<file path="src/rtl/odo_ro_meas.sv">
// Odometer ring-oscillator measurement controller: counts reference and stressed
// RO rising edges over a programmable clk window and reports both counts and their difference.
`timescale 1ns/1ps
module odo_ro_meas #(
  parameter int CNT_W      = 16,
  parameter int WIN_W      = 16,
  parameter int SETTLE_CYC = 8,
  parameter int DRAIN_CYC  = 3
) (
  input  logic             clk,
  input  logic             rst,
  input  logic             start,
  input  logic [WIN_W-1:0] win_cycles,
  input  logic             stress_en,
  input  logic             ro_ref_in,
  input  logic             ro_str_in,
  output logic             ro_ref_en,
  output logic             ro_str_en,
  output logic             busy,
  output logic             done,
  output logic [CNT_W-1:0] ref_count,
  output logic [CNT_W-1:0] str_count,
  output logic [CNT_W:0]   delta,
  output logic             overflow
);

  typedef enum logic [2:0] {S_IDLE, S_SETTLE, S_COUNT, S_DRAIN, S_DONE} state_t;

  localparam logic [WIN_W-1:0] SETTLE_LAST = WIN_W'(SETTLE_CYC - 1);
  localparam logic [WIN_W-1:0] DRAIN_LAST  = WIN_W'(DRAIN_CYC - 1);
  localparam logic [WIN_W-1:0] WIN_ONE     = WIN_W'(1);

  state_t             state_q, state_d;
  logic [WIN_W-1:0]   tmr_q, tmr_d;
  logic [WIN_W-1:0]   win_q;
  logic [2:0]         ref_sync_q, str_sync_q;
  logic [CNT_W-1:0]   ref_cnt_q, str_cnt_q;
  logic               ovf_q;
  logic [CNT_W-1:0]   ref_count_q, str_count_q;
  logic [CNT_W:0]     delta_q;
  logic               done_q;
  logic               ref_edge, str_edge, accept, counting;
  logic [CNT_W:0]     ref_inc, str_inc;

  // Returns {attempted-past-saturation, next count}; the count sticks at all-ones.
  function automatic logic [CNT_W:0] sat_inc(input logic [CNT_W-1:0] cnt);
    if (&cnt) sat_inc = {1'b1, cnt};
    else      sat_inc = {1'b0, cnt + 1'b1};
  endfunction

  assign ref_edge = ref_sync_q[1] & ~ref_sync_q[2];
  assign str_edge = str_sync_q[1] & ~str_sync_q[2];
  assign accept   = (state_q == S_IDLE) && start;
  assign counting = (state_q == S_COUNT);
  assign ref_inc  = sat_inc(ref_cnt_q);
  assign str_inc  = sat_inc(str_cnt_q);

  always_comb begin
    state_d = state_q;
    tmr_d   = tmr_q;
    case (state_q)
      S_IDLE: if (start) begin
        state_d = S_SETTLE;
        tmr_d   = '0;
      end
      S_SETTLE: begin
        if (tmr_q == SETTLE_LAST) begin
          if (win_q == '0) begin
            state_d = S_DRAIN;
            tmr_d   = '0;
          end else begin
            state_d = S_COUNT;
            tmr_d   = win_q;
          end
        end else begin
          tmr_d = tmr_q + 1'b1;
        end
      end
      S_COUNT: begin
        if (tmr_q == WIN_ONE) begin
          state_d = S_DRAIN;
          tmr_d   = '0;
        end else begin
          tmr_d = tmr_q - 1'b1;
        end
      end
      S_DRAIN: begin
        if (tmr_q == DRAIN_LAST) state_d = S_DONE;
        else                     tmr_d   = tmr_q + 1'b1;
      end
      S_DONE:  state_d = S_IDLE;
      default: state_d = S_IDLE;
    endcase
  end

  // Enables are decoded straight from state so reset drops them without waiting for a clock.
  always_comb begin
    ro_ref_en = 1'b0;
    ro_str_en = 1'b0;
    if (!rst) begin
      if (state_q == S_SETTLE || state_q == S_COUNT) begin
        ro_ref_en = 1'b1;
        ro_str_en = 1'b1;
      end else begin
        ro_str_en = stress_en;
      end
    end
  end

  always_ff @(posedge clk or posedge rst) begin
    if (rst) begin
      state_q     <= S_IDLE;
      tmr_q       <= '0;
      win_q       <= '0;
      ref_sync_q  <= '0;
      str_sync_q  <= '0;
      ref_cnt_q   <= '0;
      str_cnt_q   <= '0;
      ovf_q       <= 1'b0;
      ref_count_q <= '0;
      str_count_q <= '0;
      delta_q     <= '0;
      done_q      <= 1'b0;
    end else begin
      state_q    <= state_d;
      tmr_q      <= tmr_d;
      ref_sync_q <= {ref_sync_q[1:0], ro_ref_in};
      str_sync_q <= {str_sync_q[1:0], ro_str_in};
      done_q     <= (state_q == S_DONE);
      if (accept) begin
        win_q     <= win_cycles;
        ref_cnt_q <= '0;
        str_cnt_q <= '0;
        ovf_q     <= 1'b0;
      end else if (counting) begin
        if (ref_edge) ref_cnt_q <= ref_inc[CNT_W-1:0];
        if (str_edge) str_cnt_q <= str_inc[CNT_W-1:0];
        if ((ref_edge && ref_inc[CNT_W]) || (str_edge && str_inc[CNT_W])) ovf_q <= 1'b1;
      end
      if (state_q == S_DONE) begin
        ref_count_q <= ref_cnt_q;
        str_count_q <= str_cnt_q;
        delta_q     <= {1'b0, str_cnt_q} - {1'b0, ref_cnt_q};
      end
    end
  end

  assign busy      = (state_q != S_IDLE);
  assign done      = done_q;
  assign ref_count = ref_count_q;
  assign str_count = str_count_q;
  assign delta     = delta_q;
  assign overflow  = ovf_q;

endmodule

</file>
<file path="config.mk">
export PLATFORM = sky130hd
export DESIGN_NAME = odo_ro_meas
export DESIGN_NICKNAME = d
export VERILOG_FILES = /design/src/rtl/odo_ro_meas.sv
export SDC_FILE = /design/constraint.sdc
export NUM_CORES = 1
export LEC_CHECK = 0
export CORE_AREA = 5 5 165 151
export DETAILED_ROUTE_END_ITERATION = 8
export DIE_AREA = 0 0 170 156
export GPL_TIMING_DRIVEN = 0
export PLACE_DENSITY_LB_ADDON = 0.05
export SYNTH_ARGS = -nofsm -noshare
export SYNTH_HDL_FRONTEND = slang
export SYNTH_SLANG_ARGS = --single-unit
</file>
<file path="constraint.sdc">
create_clock -name clk -period 7.48 [get_ports clk]
set_input_delay 1.496 -clock clk [delete_from_list [all_inputs] [get_ports clk]]
set_output_delay 1.496 -clock clk [all_outputs]
set_load 0.03 [all_outputs]
</file>
# Yosys cells after proc, flatten, opt, wreduce, memory -nomap -nowiden
# Index checks and enable logic that the tools add are counted.
# word_totals
wordCells	82
input_bits	22
register_bits	124
# classes
n_eq_ne	14
n_bitwise	4
mux	27
n_reduce_logical	20
n_addsub	5
# op_table
cell	count
two-way mux 16 bit	11
one-hot mux 16 bit (4 select lines)	1
adder 16 x 1 -> 16 bit, second input constant	3
two-way mux 17 bit	2
AND reduction 16 bit	2
subtractor 16 x 16 -> 17 bit	1
== test 16 x 1 -> 1 bit, second input constant	1
== test 16 x 2 -> 1 bit, second input constant	1
== test 16 x 3 -> 1 bit, second input constant	1
zero test 16 bit	1
subtractor 16 x 1 -> 16 bit, second input constant	1
two-way mux 3 bit	4
!= test 2 bit, second input constant	6
one-hot mux 3 bit (4 select lines)	1
AND reduction 3 bit	3
two-way mux 1 bit	8
nonzero test 2 bit	4
== test 3 x 2 -> 1 bit, second input constant	2
AND reduction 4 bit	1
nonzero test 4 bit	1
== test 3 x 1 -> 1 bit, second input constant	1
== test 3 bit, second input constant	1
logical AND 1 bit	3
zero test 3 bit	1
6 further kinds	9

# Depth between registers and ports, before layout
# Gate-level depths: netlist of the first run.
# depth
word_depth	7
ltp_mapped	9
mapped_depth_nobuf	9

# Worst setup path before layout of the first run
# OpenSTA, ideal clock, no wires.
# synth_path
path_type	in2out
from	input port stress_en
to	output port ro_str_en
stages	2
path_buffers	0
required_ps	5984
t_arrival_ps	1942
slack_ps	4042
cell_sequence	nor3_1 -> nor2_1
# synth_between
elab_chain_len	2
# synth_rtl
item	line	rtl
start: declaration	14	input logic stress_en,
two-way mux 1 bit	101	if (state_q == S_SETTLE || state_q == S_COUNT) begin
two-way mux 1 bit	100	if (!rst) begin
end: declaration	18	output logic ro_str_en,
# Every way passes these cells.

# Worst setup path in the final report of the first run
# layout_path
from	input port rst
to	output port ro_str_en
# layout_between
elab_chain_len	1
# layout_rtl
item	line	rtl
start: declaration	11	input logic rst,
two-way mux 1 bit	100	
# Every way passes these cells.

==> impl_metrics.yaml, run 1 <==
layout:
  diodes: 0
  layout_cells_sized_above_1_pct: 6.34
  final_net_count: 915
  post-route-util_pct: 37.3
  instances_no_fill: 1185
  area.growth.synth_to_final_pct: 26.4
power_and_ir_drop:
  netSwitchingFraction_pct: 37.3
  total_power_divided_by_cell_area_nw_per_um2: 321
  vdd_drop_max_mv: 0.165
  share_comb_of_total_power_pct: 35.2
  clockPowerShare_pct: 32.4
  total_power_consumption_of_the_routed_design_mw: 2.76
  net-switching-power_mw: 1.03
  power.internal_mw: 1.73
  leakage_nw: 3.72
  seq_power_share_pct: 32.3
clock_network:
  tritoncts_num_sinks: 124
  clock_tree.htree_level_count: 4
  cts-root-to-sink-buffers: 2
  clk-insertion-delay-late_ns: 0.42
  cts.hold.buffers_added: 0
  cts_setup_buffers: 0
  count_of_instances_resized_after_the_clock_tree_is_built: 0
  clock_tree.root_cell: "clkbuf_16"
  cts_tree: "done"
  clock_buffers_created_by_tritoncts: 17
  path_clk_slew_ns: 0.05
die:
  fp-row-count: 53
  die-width_microns: 170
  die_y_microns: 156
  die_area_sq_um: 26500
  io_pins: 76
  core_area_sq_um: 23000
  initial_core_util_pct: 29.5
logic_synthesis:
  synth_area_sq_um: 6790
  synth_cell_types: 67
  post_synth_mux_area_share_pct: 0.756
  synth-async-reset-ratio_pct: 100
  yosys.area.top_type_share_pct: 45.7
  synthXorXnorAreaFrac_pct: 4.52
  synth.top_cells.by_count: "165 x nand2_1, 124 x dfrtp_1, 58 x o21ai_0"
  dominantRegCellSynth: "dfrtp_1"
  number_of_synthesized_register_bits: 124
  syn_nets: 820
  synth-compound-area-share_pct: 14.5
  synth_most_common_cell: "nand2_1"
  ys_seq_area_share_pct: 45.7
  syn_area_per_cell_sq_um: 8.76
  synth_simple_gate_area_share_pct: 25.9
  yosys-top-cells-area: "dfrtp_1 46%, nand2_1 9.1%, o21ai_0 4.3%, ha_1 4.1%, nor2_1 2.9%"
  postSynthCellCount: 775
  post-synth-top-area-cell: "dfrtp_1"
  yosysWarnings: 0
  synth_adder_area_share_pct: 4.35
  synth_edf_count: 0
  combinational_family_with_the_most_area_after_synthesis: "simple AND/OR/NAND/NOR gates"
critical_path:
  cp.required_ns: 5.98
  slowest_delay_ns: 0.68
  timing.critical_path.cells: "clkdlybuf4s50_1 > nor2_1 > clkdlybuf4s50_1"
  timing.critical_path.from_type: "primary input"
  worst_ep_arrival_time_ns: 2.81
  end_of_the_worst_register_to_register_path: "tmr_q[1]"
  most_used_cell_cp: "clkdlybuf4s50_1"
  timing.reg2reg.worst_path_depth: 8
  ff2ff_setup_slack_ns: 4.78
  timing_worst_setup_path_type: "in2out"
  cp-end-kind: "primary output"
  r2r_start: "tmr_q[0]"
  path_max_fanout: 3
  worst_path_max_delay_cell: "clkdlybuf4s50_1"
route:
  route.detailed.drc: 0
  drt_first_iter_violations: 340
  ant_nets: 0
  firstDrtPassIters: 6
  vias: 5991
  routed_wire_length_per_instance_microns: 18.1
  vias_per_cell: 5.06
  routed_wirelength_microns: 21400
sta:
  setup-violations-final: 0
  worst_clock_skew_ns: 0.00974
  min_period_over_period_pct: 57.6
  grt_setup_unrepaired: "no"
  worstMarginPinSlew_ns: 0.778
  final-max-slew-violation-count: 0
  timing.max_slew.rel_slack_pct: 47.8
  final.hold.worst_slack_ns: 0.352
  setup_total_negative_slack_ns: 0
  report.final.hold_viol_count: 0
  fmaxAchievable_mhz: 232
  period_minus_slack_ns: 4.31
hold_path:
  hold_end: "ref_sync_q[1]"
  min-delay-path-class: "reg2reg"
  hp-start: "ref_sync_q[0]"
  number_of_stages_on_the_worst_hold_path: 0
placed_design:
  finalWeightedCongestion: 0.867
  dp.final_hpwl_microns: 15800
  post-place-cells: 1153
  buffer_ports.inserted: 75
grt:
  globalRouteTotalUtil_pct: 16.5
  global_route_wire_length_before_repair_microns: 34400
  grt_remaining_overflow: 0
  vias_in_the_first_global_route: 6060
  grt_antenna_before_repair: 0
  grt_start_max_net_pins: 74
job:
  maxCapViolations: 0
outcome:
  outcome: "finished clean"
-- final cells by class --
| type | count | area, sq um |
|---|---|---|
| multi-input combinational | 582 | 3400 |
| tap | 302 | 378 |
| inverter | 31 | 121 |
| buffer | 38 | 169 |
| clock inverter | 11 | 164 |
| fill | 2357 | 14400 |
| sequential | 124 | 3100 |
| clock buffer | 21 | 470 |
| timing repair buffer | 76 | 778 |
-- cell families after synthesis --
group | Yosys count
simple gates | 365
compound gates | 154
flops | 124
buf+inv | 69
xor+xnor | 35
fa+ha+maj | 23
mux | 5
-- critical path, delay by kind of cell --
kind / cells / cell delay (ns)
buffers and inverters: 2 / 1.18
AND/OR/NAND/NOR: 1 / 0.14
-- metrics by stage --
stage | worst slack [ns] | cell area (sq um)
3_3_place_gp | 0.538 | 7920
5_1_grt | 3.10 | 8580
6_report | 3.17 | 8580
2_1_floorplan | 2.68 | 6790
4_1_cts | 3.16 | 8580
3_5_place_dp | 3.16 | 7950
-- how the worst max path moves through the flow --
stage | start | end | slack (ns) | cells past startpoint
final | rst | ro_str_en | 3.17 | 3
after global routing | rst | ro_ref_en | 3.10 | 3
after CTS | rst | ro_str_en | 3.16 | 3
after detailed placement | rst | ro_str_en | 3.16 | 3
after global placement | rst | delta[13] | 0.54 | 2
after floorplan | rst | delta[0] | 2.68 | 1
-- power groups by stage --
stage	clock [mW]	combinational (mW)	sequential, mW
2_1_floorplan	0	0.685	0.882
3_3_place_gp	0	0.964	0.899
3_5_place_dp	0	0.972	0.901
4_1_cts	0.923	0.976	0.892
5_1_grt	0.948	1.08	0.907
6_report	0.894	0.972	0.892
-- cell usage in the layout (no fill, tap or decap), types with 5 or more instances in the layout --
cell type	count
xnor2_1	20
and3_1	10
clkbuf_1	25
o21ai_1	5
nand4_1	19
clkdlybuf4s50_1	75
ha_1	22
nand2b_1	7
a21oi_1	25
and2_1	7
clkbuf_16	17
nand3_1	31
o21ai_0	58
or4_1	6
o21a_1	7
dfrtp_1	124
inv_1	30
nor4_1	8
o22ai_1	5
o211ai_1	6
nor3b_1	5
nor3_1	28
xor2_1	15
a21o_1	5
nand2_1	165
nor2_1	53
buf_2	9
-- state kept, by name (all words and copies together), names as in the netlist --
name and flops:
str_sync_q 3, overflow 1, str_count 16, str_cnt_q 16, tmr_q 16, ref_count 16
ref_sync_q 3, delta 17, state_q 3, win_q 16, ref_cnt_q 16, done 1
-- metal layers --
metal	GRT usage, %	vias up	share of wire [%]
met5	0	-	0
met4	3.69	0	0.98
met3	3.98	17	4.0
met2	25.0	121	44
met1	24.0	2936	51
li1	-	2917	-
No activity file was read; power rests on OpenSTA's default activity.
==> inputs of run 2 (changes only) <==
==> constraint.sdc (replaced) <==
create_clock -name clk -period 3.69 [get_ports clk]
set_input_delay 0.738 -clock clk [delete_from_list [all_inputs] [get_ports clk]]
set_output_delay 0.738 -clock clk [all_outputs]
set_load 0.03 [all_outputs]
==> run 2 against run 1 <==
Hold slack better by 0.0034 ns. Power up 99%. Flip-flop and latch count unchanged. Largest cell class unchanged. Clock skew up 0.00069 ns. First-iteration DRC count down 5.9%. Utilization about the same. Worst setup slack worse by 2.7 ns.
==> impl_metrics.yaml, run 2 (same netlist as run 1, synthesis figures left out) <==
outcome:
  outcome: "finished clean"
placed_design:
  finalWeightedCongestion: 0.849
  dp.final_hpwl_microns: 15900
  detailed_place.area_sq_um: 7980
  buffer_ports.inserted: 75
die:
  core_area_sq_um: 23000
  die_area_sq_um: 26500
  io_pins: 76
  initial_core_util_pct: 29.5
  die_y_microns: 156
  die-width_microns: 170
  fp-row-count: 53
route:
  vias: 5955
  routed_wire_length_per_instance_microns: 18.0
  firstDrtPassIters: 4
  vias_per_cell: 5.02
  routed_wirelength_microns: 21300
  route.detailed.drc: 0
  drt_first_iter_violations: 320
  ant_nets: 0
sta:
  min_period_over_period_pct: 87.5
  grt_setup_unrepaired: "no"
  final-max-slew-violation-count: 0
  setup_total_negative_slack_ns: 0
  setup-violations-final: 0
  worstMarginPinSlew_ns: 0.769
  worst_clock_skew_ns: 0.0104
  period_minus_slack_ns: 3.23
  report.final.hold_viol_count: 0
  fmaxAchievable_mhz: 310
  timing.max_slew.rel_slack_pct: 48.4
critical_path:
  timing.critical_path.from_type: "register"
  end_of_the_worst_register_to_register_path: "tmr_q[7]"
  ff2ff_setup_slack_ns: 1.01
  timing_worst_setup_path_type: "reg2out"
  cp.required_ns: 2.95
  cp-end-kind: "primary output"
  worstSetupEndpoint: "ro_str_en"
  r2r_start: "tmr_q[0]"
  timing.reg2reg.worst_path_depth: 7
  critPathLaunch: "state_q[2]"
  path_max_fanout: 8
  worst_ep_arrival_time_ns: 2.49
power_and_ir_drop:
  vdd_drop_max_mv: 0.239
  total_power_consumption_of_the_routed_design_mw: 5.50
  leakage_nw: 3.70
  total_power_divided_by_cell_area_nw_per_um2: 641
grt:
  vias_in_the_first_global_route: 5889
  global_route_wire_length_before_repair_microns: 33800
  grt_antenna_before_repair: 0
  globalRouteTotalUtil_pct: 16.4
  grt_remaining_overflow: 0
  grt_start_max_net_pins: 40
clock_network:
  clock_buffers_created_by_tritoncts: 17
  cts.hold.buffers_added: 0
  path_clk_slew_ns: 0.05
  count_of_instances_resized_after_the_clock_tree_is_built: 0
  clock_tree.root_cell: "clkbuf_16"
  clk-insertion-delay-late_ns: 0.42
  clock_tree.htree_level_count: 4
  cts_setup_buffers: 0
  cts-root-to-sink-buffers: 2
  tritoncts_num_sinks: 124
  cts_tree: "done"
layout:
  diodes: 0
  post-route-util_pct: 37.3
  commonest_non_fill_non_tap_cell_in_the_layout: "nand2_1"
  area.growth.synth_to_final_pct: 26.4
  layout.cell_area.non_filler_sq_um: 8580
  most-common-layout-cells: "165 x nand2_1, 124 x dfrtp_1, 75 x clkdlybuf4s50_1"
  final_net_count: 917
  largest_register_ffs: 17
  layout_cells_sized_above_1_pct: 6.55
  fill_cells: 2339
job:
  maxCapViolations: 0
hold_path:
  number_of_stages_on_the_worst_hold_path: 0
  min-delay-path-class: "reg2reg"
run 2: changes by cell type in the layout (fill, tap and decap cells not counted):
| cell | delta |
|---|---|
| clkinvlp_4 | +6 |
| clkinv_4 | +1 |
| buf_12 | +3 |
| inv_6 | -1 |
| buf_16 | -1 |
| clkinv_2 | -2 |
| bufinv_16 | -1 |
| clkbuf_8 | -3 |
run 2: report_power, final:
| group | internal (mW) | total (mW) | leakage [nW] | switching (mW) |
|---|---|---|---|---|
| combinational | 0.749 | 1.97 | 1.75 | 1.22 |
| clock | 1.06 | 1.72 | 0.271 | 0.659 |
| sequential | 1.57 | 1.80 | 1.67 | 0.231 |
run 2: per-layer routing:
metal,track usage [%],up-vias,share of wire [%]
met2,24.4,125,44
met1,23.7,2901,50
met4,4.52,0,1.5
met5,0,-,0
met3,4.03,19,4.4
li1,-,2910,-
run 2: worst min path at each step:
stage	to	slack, ns	start
floorplan	ref_sync_q[1]	0.33	ref_sync_q[0]
global placement	ref_sync_q[1]	0.34	ref_sync_q[0]
detailed placement	ref_sync_q[1]	0.34	ref_sync_q[0]
CTS	str_sync_q[1]	0.36	str_sync_q[0]
global route	str_sync_q[1]	0.36	str_sync_q[0]
finish	ref_sync_q[1]	0.36	ref_sync_q[0]
run 2: worst max-delay path: stages, from the launching register on:
cell and delay, ns:
dfrtp_1 0.36, clkbuf_1 0.21, nand2b_1 0.23, nor2_1 0.42
nor3_1 0.09, nor2_1 0.10, clkdlybuf4s50_1 0.67
run 2: layout make-up:
type / instances / area [sq um] / area share [%]
multi-input cells: 582 / 3400 / 39.6
flip-flops and latches: 124 / 3100 / 36.2
repair buffers: 78 / 811 / 9.45
clock buffers: 18 / 429 / 5.00
well taps: 302 / 378 / 4.40
clock inverters: 14 / 170 / 1.98
plain buffers: 38 / 169 / 1.97
inverters: 31 / 120 / 1.40
run 2: stage by stage:
step,setup slack [ns],instances,hold WS (ns)
final,0.461,1187,0.356
after floorplan,1.43,775,0.331
after CTS,0.486,1187,0.360
after global routing,0.326,1187,0.365
after detailed placement,0.925,1155,0.342
after global placement,0.0594,1152,0.345
==> inputs of run 3 (changes only) <==
--- a/config.mk
+++ b/config.mk
@@ -5,11 +5,15 @@
 export SDC_FILE = /design/constraint.sdc
 export NUM_CORES = 1
 export LEC_CHECK = 0
+export CELL_PAD_IN_SITES_DETAIL_PLACEMENT = 1
+export CELL_PAD_IN_SITES_GLOBAL_PLACEMENT = 1
 export CORE_AREA = 5 5 165 151
 export DETAILED_ROUTE_END_ITERATION = 8
 export DIE_AREA = 0 0 170 156
 export GPL_TIMING_DRIVEN = 0
+export MAX_ROUTING_LAYER = met4
 export PLACE_DENSITY_LB_ADDON = 0.05
+export RECOVER_POWER = 50
 export SYNTH_ARGS = -nofsm -noshare
 export SYNTH_HDL_FRONTEND = slang
 export SYNTH_SLANG_ARGS = --single-unit
==> run 3 against run 2 <==
Hold slack worse by 0.0030 ns. Wire length is 8.5% higher. Clock power is 2% higher. Sequential share of layout area is 0.095 points higher. Maximum frequency is 2.2% higher. Non-clock buffer count stayed put. Via count is 3.6% higher. Highest routed layer unchanged.
==> impl_metrics.yaml, run 3 (same netlist as run 1, synthesis figures left out) <==
power_and_ir_drop:
  vdd_drop_max_mv: 0.361
  leakage_nw: 3.76
  total_power_divided_by_cell_area_nw_per_um2: 655
  total_power_consumption_of_the_routed_design_mw: 5.60
grt:
  grt_remaining_overflow: 0
  globalRouteTotalUtil_pct: 18.3
  grt_start_max_net_pins: 41
  grt_antenna_before_repair: 0
  vias_in_the_first_global_route: 6518
  global_route_wire_length_before_repair_microns: 37000
die:
  die_y_microns: 156
  initial_core_util_pct: 29.5
  die-width_microns: 170
  fp-row-count: 53
  io_pins: 76
  core_area_sq_um: 23000
  die_area_sq_um: 26500
route:
  vias_per_cell: 5.20
  drt_first_iter_violations: 349
  route.detailed.drc: 0
  firstDrtPassIters: 5
  routed_wirelength_microns: 23200
  ant_nets: 0
  vias: 6168
  routed_wire_length_per_instance_microns: 19.5
job:
  maxCapViolations: 0
placed_design:
  dp.final_hpwl_microns: 17500
  finalWeightedCongestion: 0.858
  post-place-cells: 1155
  buffer_ports.inserted: 75
  detailed_place.area_sq_um: 7980
critical_path:
  cp-end-kind: "primary output"
  worst_ep_arrival_time_ns: 2.42
  timing.critical_path.from_type: "register"
  timing_worst_setup_path_type: "reg2out"
  path_max_fanout: 8
  cp.required_ns: 2.95
layout:
  area.growth.synth_to_final_pct: 26.1
  layout_cells_sized_above_1_pct: 6.55
  diodes: 0
  layout.cell_area.non_filler_sq_um: 8560
  largest_register_ffs: 17
  commonest_non_fill_non_tap_cell_in_the_layout: "nand2_1"
  fill_cells: 2679
  instances_no_fill: 1187
  most-common-layout-cells: "165 x nand2_1, 124 x dfrtp_1, 58 x o21ai_0"
  final_net_count: 917
  post-route-util_pct: 37.2
clock_network:
  cts_tree: "done"
  cts_setup_buffers: 0
  clock_tree.root_cell: "clkbuf_16"
  clk-insertion-delay-late_ns: 0.42
  path_clk_slew_ns: 0.06
  count_of_instances_resized_after_the_clock_tree_is_built: 0
  cts.hold.buffers_added: 0
  tritoncts_num_sinks: 124
  clock_tree.htree_level_count: 4
  clock_buffers_created_by_tritoncts: 17
  cts-root-to-sink-buffers: 2
sta:
  report.final.hold_viol_count: 0
  period_minus_slack_ns: 3.16
  worst_clock_skew_ns: 0.0125
  final-max-slew-violation-count: 0
  min_period_over_period_pct: 85.6
  setup_total_negative_slack_ns: 0
  timing.max_slew.rel_slack_pct: 29.4
  grt_setup_unrepaired: "no"
  setup-violations-final: 0
  worstMarginPinSlew_ns: 1.06
  fmaxAchievable_mhz: 317
hold_path:
  min-delay-path-class: "reg2reg"
outcome:
  outcome: "finished clean"
run 3: cell types whose count changed in the layout (fill, tap and decap cells not counted), moves of 2 or more:
cell	delta
clkdlybuf4s50_1	-19
dlygate4sd3_1	+19
clkinvlp_4	-5
buf_12	-2
clkbuf_2	+2
clkinv_4	+2
run 3: power breakdown:
group	internal (mW)	leakage, nW	switching [mW]
Sequential	1.57	1.67	0.234
Clock	1.08	0.290	0.670
Combinational	0.744	1.80	1.30
run 3: metal layers:
layer	wire [microns]	up-vias	track usage, %	share of wire (%)
li1	-	2927	-	-
met1	11600	3116	25.6	50
met2	10600	105	27.8	46
met3	659	20	2.76	2.8
met4	238	0	4.83	1.0
met5	0	-	-	0
run 3: path summary, 6_finish.rpt:
path                       slack [ns]  depth (start not counted)            end          start
max reg2reg                      0.91                          8      tmr_q[14]       tmr_q[0]
max                              0.53                          5      ro_str_en     state_q[2]
max in group asynchronous        1.25                          4      delta[11]            rst
min                              0.35                          0  str_sync_q[1]  str_sync_q[0]
min reg2reg                      0.35                          0  str_sync_q[1]  str_sync_q[0]
min in group asynchronous        0.91                          2       tmr_q[7]            rst
run 3: area by class of cell:
type | instances | area [sq um] | share of cell area (%)
Buffer | 38 | 169 | 1.97
Clock buffer | 19 | 443 | 5.18
Clock inverter | 13 | 166 | 1.94
Inverter | 31 | 118 | 1.37
Multi-Input combinational cell | 582 | 3400 | 39.7
Sequential cell | 124 | 3100 | 36.3
Tap cell | 302 | 378 | 4.42
Timing Repair Buffer | 78 | 781 | 9.12
run 3: per-stage QoR:
step / worst slack [ns] / hold slack, ns
after CTS: 0.491 / 0.356
after detailed placement: 0.896 / 0.342
after global routing: 0.419 / 0.358
after global placement: 0.0946 / 0.341
final: 0.531 / 0.353
after floorplan: 1.43 / 0.331
run 3: worst max-delay path, cell delays in order, from the launching register on:
cell and delay (ns):
dfrtp_1 0.37, clkbuf_1 0.21, nor3b_4 0.51, nor3_1 0.12, nor2_1 0.11, clkdlybuf4s50_1 0.69
